### config.mk
export PLATFORM = sky130hd
export DESIGN_NAME = pipe_hazard_ctrl
export DESIGN_NICKNAME = d
export VERILOG_FILES = /design/src/rtl/pipe_hazard_ctrl_pkg.sv /design/src/rtl/sat_counter32.sv /design/src/rtl/pipe_hazard_ctrl.sv
export SDC_FILE = /design/constraint.sdc
export NUM_CORES = 1
export LEC_CHECK = 0
export BUFFER_PORTS_ARGS = -buffer_cell sky130_fd_sc_hd__buf_2
export CORE_MARGIN = 2
export CORE_UTILIZATION = 48
export CTS_CLUSTER_SIZE = 8
export DETAILED_ROUTE_END_ITERATION = 16
export GPL_TIMING_DRIVEN = 0
export PLACE_DENSITY = 0.76
export SYNTH_ARGS = -nofsm -noshare
export SYNTH_HDL_FRONTEND = slang
export SYNTH_SLANG_ARGS = --single-unit
export TNS_END_PERCENT = 20
### constraint.sdc
create_clock -name clk -period 4.4 [get_ports clk]
set_input_delay 1.1 -clock clk [delete_from_list [all_inputs] [get_ports clk]]
set_output_delay 1.1 -clock clk [all_outputs]
set_load 0.02 [all_outputs]
### src/rtl/pipe_hazard_ctrl_pkg.sv
// pipe_hazard_ctrl_pkg: shared pipeline constants and hazard FSM state encoding
package pipe_hazard_ctrl_pkg;
  localparam int REG_W = 5;
  localparam logic [REG_W-1:0] ZERO5 = '0;
  localparam logic [31:0] ZERO32 = '0;
  typedef enum logic [1:0] {RUN = 2'd0, MEM_WAIT = 2'd1, REDIRECT = 2'd2} state_t;
endpackage

### src/rtl/sat_counter32.sv
// sat_counter32: 32-bit event counter that sticks at all-ones
module sat_counter32
  import pipe_hazard_ctrl_pkg::*;
(
  input  logic        clk,
  input  logic        rst,
  input  logic        inc,
  output logic [31:0] count
);
  always_ff @(posedge clk or posedge rst)
    if (rst) count <= ZERO32;
    else if (inc && count != '1) count <= count + 32'd1;
endmodule

### src/rtl/pipe_hazard_ctrl.sv
// pipe_hazard_ctrl: pipeline en/flush generation for load-use, redirect and dmem wait hazards
module pipe_hazard_ctrl
  import pipe_hazard_ctrl_pkg::*;
#(
  parameter int REDIRECT_CYCLES = 1,
  parameter int MEM_TIMEOUT = 255
) (
  input  logic             clk,
  input  logic             rst,
  input  logic [REG_W-1:0] id_rs1,
  input  logic [REG_W-1:0] id_rs2,
  input  logic             id_use_rs1,
  input  logic             id_use_rs2,
  input  logic [REG_W-1:0] ex_rd,
  input  logic             ex_memread,
  input  logic             ex_modify_pc,
  input  logic             mem_req,
  input  logic             dmem_ready,
  output logic             pc_en,
  output logic             if_id_en,
  output logic             if_id_flush,
  output logic             id_ex_en,
  output logic             id_ex_flush,
  output logic             ex_mem_en,
  output logic             ex_mem_flush,
  output logic             mem_wb_en,
  output logic             mem_wb_flush,
  output logic             mem_timeout,
  output logic [31:0]      stall_cnt,
  output logic [31:0]      flush_cnt
);
  state_t state, next_state;
  logic [1:0] redir_cnt, next_redir;
  logic [7:0] wait_cnt, next_wait;
  logic resume, next_resume;
  logic timeout, mem_stall, load_use;
  assign load_use = ex_memread && ex_rd != ZERO5 &&
                    ((id_use_rs1 && id_rs1 == ex_rd) || (id_use_rs2 && id_rs2 == ex_rd));
  assign timeout = state == MEM_WAIT && mem_req && !dmem_ready && wait_cnt >= 8'(MEM_TIMEOUT - 1);
  assign mem_stall = mem_req && !dmem_ready && !timeout;
  assign mem_timeout = timeout && !rst;
  always_comb begin
    {pc_en, if_id_en, id_ex_en, ex_mem_en, mem_wb_en} = '1;
    {if_id_flush, id_ex_flush, ex_mem_flush, mem_wb_flush} = '0;
    if (rst) begin
      {pc_en, if_id_en, id_ex_en, ex_mem_en, mem_wb_en} = '0;
      {if_id_flush, id_ex_flush, ex_mem_flush, mem_wb_flush} = '1;
    end else if (mem_stall) begin
      {pc_en, if_id_en, id_ex_en, ex_mem_en} = '0;
      mem_wb_flush = 1'b1;
    end else if (ex_modify_pc) begin
      if_id_flush = 1'b1;
      id_ex_flush = 1'b1;
    end else if (state == REDIRECT) begin
      if_id_flush = 1'b1;
    end else if (load_use) begin
      pc_en = 1'b0;
      if_id_en = 1'b0;
      id_ex_flush = 1'b1;
    end
  end
  // A wait entered from REDIRECT freezes redir_cnt and returns there on release
  always_comb begin
    next_state = RUN;
    next_redir = redir_cnt;
    next_wait = 8'd0;
    next_resume = 1'b0;
    if (mem_stall) begin
      next_state = MEM_WAIT;
      next_wait = wait_cnt + 8'd1;
      next_resume = resume || state == REDIRECT;
    end else if (ex_modify_pc) begin
      next_redir = 2'(REDIRECT_CYCLES - 1);
      next_state = REDIRECT_CYCLES > 1 ? REDIRECT : RUN;
    end else if (state == REDIRECT) begin
      next_redir = redir_cnt - 2'd1;
      next_state = redir_cnt <= 2'd1 ? RUN : REDIRECT;
    end else if (state == MEM_WAIT) begin
      next_state = resume ? REDIRECT : RUN;
    end
  end
  always_ff @(posedge clk or posedge rst)
    if (rst) begin
      state <= RUN;
      redir_cnt <= 2'd0;
      wait_cnt <= 8'd0;
      resume <= 1'b0;
    end else begin
      state <= next_state;
      redir_cnt <= next_redir;
      wait_cnt <= next_wait;
      resume <= next_resume;
    end
  sat_counter32 u_stall (.clk(clk), .rst(rst), .inc(!pc_en), .count(stall_cnt));
  sat_counter32 u_flush (.clk(clk), .rst(rst),
                         .inc(if_id_flush || id_ex_flush || ex_mem_flush || mem_wb_flush),
                         .count(flush_cnt));
endmodule
==> summary.txt <==
====================================================================================
Number of nets in the layout                                                     492
Post-CTS Setup Inserts                                                             0
Number of optimization iterations in the first detailed-route pass                 4
Endpoint type of the worst setup path                                     output pin
Starting density of the core                                                   0.497
Total number of placement rows                                                    32
CTS tree                                                                        done
Area growth from synthesis to layout                                           22.7%
Floorplan die area                                                          8740 um2
Arrival @ worst endpoint                                                     2980 ps
Worst hold slack                                                              490 ps
#FFs+latches synth                                                                77
Max rail drop VDD                                                           0.274 mV
Required @ worst endpoint                                                    3300 ps
Status                                                                  finished, final reports clean
Die extent in y                                                              93.5 um
Number of antenna diodes                                                           0
Total Negative Setup Slacks                                                     0 ps
Maximum level of the CTS H-tree                                                    3
Number of enable-type register cells in the synthesized netlist                    0
Setup violation total in the final timing report                                   0
Vias in the first global route                                                  2950
Count of buffers from port buffering                                              96
Count of final max-slew check failures                                             0
Most used cells in the layout excluding fill and tap cells              buf_2, dfrtp_1, xnor2_1
Post-synth cell types                                                             39
Part of the Yosys area used for sequential elements                            0.501
Post-route clock period utilization                                            0.928
Share of post-route cells with drive strength above 1                          0.288
Clock skew after layout                                                      8.68 ps
Iteration-0 DRC count of the detailed router                                     107
Via density per instance                                                        5.26
PwrDens                                                                   401 nW/um2
Placer's final routability congestion estimate                                 0.770
Total length of routed wires                                                 8210 um
Max frequency                                                              0.245 GHz
Clock buffer depth                                                                 2
Per-instance average area after synthesis                                   10.8 um2
Async set or reset register ratio after synthesis                               1.00
Sink count of the clock tree                                                      77
Crit start category                                                     primary input
Leak                                                                         2.27 nW
Worst path most repeated cell                                                  buf_2
Number of buffers inserted for hold repair after clock tree synthesis              0
Die width                                                                    93.5 um
Post-synth design cell area                                                 3840 um2
CP Max Fanout                                                                     45
Slowest stage delay, CP                                                       660 ps
Worst-path clk slew                                                            80 ps
Remaining max-slew budget at the tightest pin                                  0.434
Worst-margin pin slew                                                         847 ps
Number of standard cells after synthesis                                         356
Clock latency on the worst-skew pair                                          340 ps
Root buf cell                                                               clkbuf_8
Worst path cell trace                                                   buf_2 > clkinvlp_4 > buf_12 > nand2_2 > a31oi_2 > buf_4 > buf_2
Global route total overflow                                                        0
Count of max-cap constraint violations                                             0
DP Wirelength                                                                5910 um
Maximum number of pins on one net before global-route repair                      46
Most common library cell in the layout ignoring fill and taps                  buf_2
Global router's overall resource usage                                         0.198
Synthesized net count                                                            384
TritonCTS buffer count                                                             9
Wire length of the first global-routing pass                                13600 um
Primary flip-flop cell chosen by synthesis mapping                           dfrtp_1
Critical-path cell with the highest stage delay                           clkinvlp_4
Final antenna-violating net count                                                  0
Setup repair after global routing missed its margin                               no
Post-cts gate resize count                                                         0
Worst Setup Path Type                                                         in2out
Yosys synthesis warning count                                                      0
Number of vias in the routed layout                                             3002
WL/cell                                                                      14.4 um
Final hold violation count                                                         0
Core Region                                                                 7730 um2
Number of primary I/O pins                                                        97
Period minus WS final                                                        4080 ps
Number of remaining DRC errors                                                     0
Initial antenna violation count                                                    0
Worst hold path type                                                         reg2reg
====================================================================================
## kinds of logic (layout without fill, tap and decap cells)
logic type                 count (synthesis)  count (layout)  share of synthesized area
AOI/OAI and AO/OA                         13              13                     0.0371
xor gates and xnor gates                  77              77                      0.175
adders and majority gates                  5               5                     0.0163
buffers and inverters                     21             134                     0.0352
DFF                                       77              77                      0.501
muxes                                      3               3                    0.00879
and+or+nand+nor                          160             160                      0.226
## registers in the layout (all words and copies together), names as in the netlist
signal / flops
redir_cnt: 2
u_stall.count: 32
state: 2
wait_cnt: 8
u_flush.count: 32
resume: 1
## worst max-delay path, delay by kind of cell
family                 cells  cell delay, ps
and+or+nand+nor            1             150
buffers and inverters      5            1600
AOI/OAI and AO/OA          1             100
## report_power, final
part | internal, W | switching [W]
Combinational | 0.000152 | 0.000226
Clock | 0.000392 | 0.000248
Sequential | 0.000778 | 0.0000930
## path summary, 6_finish.rpt
| check | start | endpoint | slack (ps) | cells past startpoint |
|---|---|---|---|---|
| min in group asynchronous | rst | u_flush.count[0] | 920 | 2 |
| worst max register to register | u_stall.count[0] | u_stall.count[7] | 1810 | 9 |
| max in group asynchronous | rst | u_stall.count[5] | 2790 | 3 |
| worst min register to register | u_stall.count[12] | u_stall.count[12] | 490 | 1 |
| worst min-delay path | u_stall.count[12] | u_stall.count[12] | 490 | 1 |
| worst max-delay path | rst | pc_en | 320 | 7 |
## synthesized netlist by cell type (5+ instances only)
cell	n	area, um2
buf_6	6	67.6
inv_1	9	33.8
and4_1	5	43.8
nand3_1	20	100
nor2_1	28	105
nand2_1	30	113
and3_1	16	100
nand3_2	5	50.1
ha_1	5	62.6
nand4_1	31	194
xnor2_1	63	552
xor2_1	14	123
nor3_1	8	40.0
dfrtp_1	77	1930
## layer usage
| metal | part of all wire | up-vias | global-route usage | wire length (um) |
|---|---|---|---|---|
| met3 | 0.049 | 10 | 0.0508 | 401 |
| met4 | 0.012 | 0 | 0.0699 | 96 |
| met1 | 0.44 | 1480 | 0.246 | 3580 |
| li1 | - | 1445 | - | - |
| met5 | 0 | - | 0 | 0 |
| met2 | 0.50 | 67 | 0.335 | 4130 |
## cell type report
class,count,area (um2)
buffer,12,101
clock buffer,12,145
clock inverter,4,95.1
fill,625,3010
inverter,9,37.5
multi-input combinational,258,1780
sequential,77,1930
tap,102,128
timing repair buffer,97,500
## metrics by stage
stage	setup slack [ps]	utilization	area (um2)	instances	power, W
floorplan	65.5	-	3850	356	0.00112
global placement	-414	0.577	4460	554	0.00125
detailed placement	229	0.579	4480	555	0.00127
CTS	228	0.610	4720	571	0.00190
global route	66.6	0.610	4720	571	0.00198
finish	315	0.610	4720	571	0.00189
No activity file was read; power rests on OpenSTA's default activity.
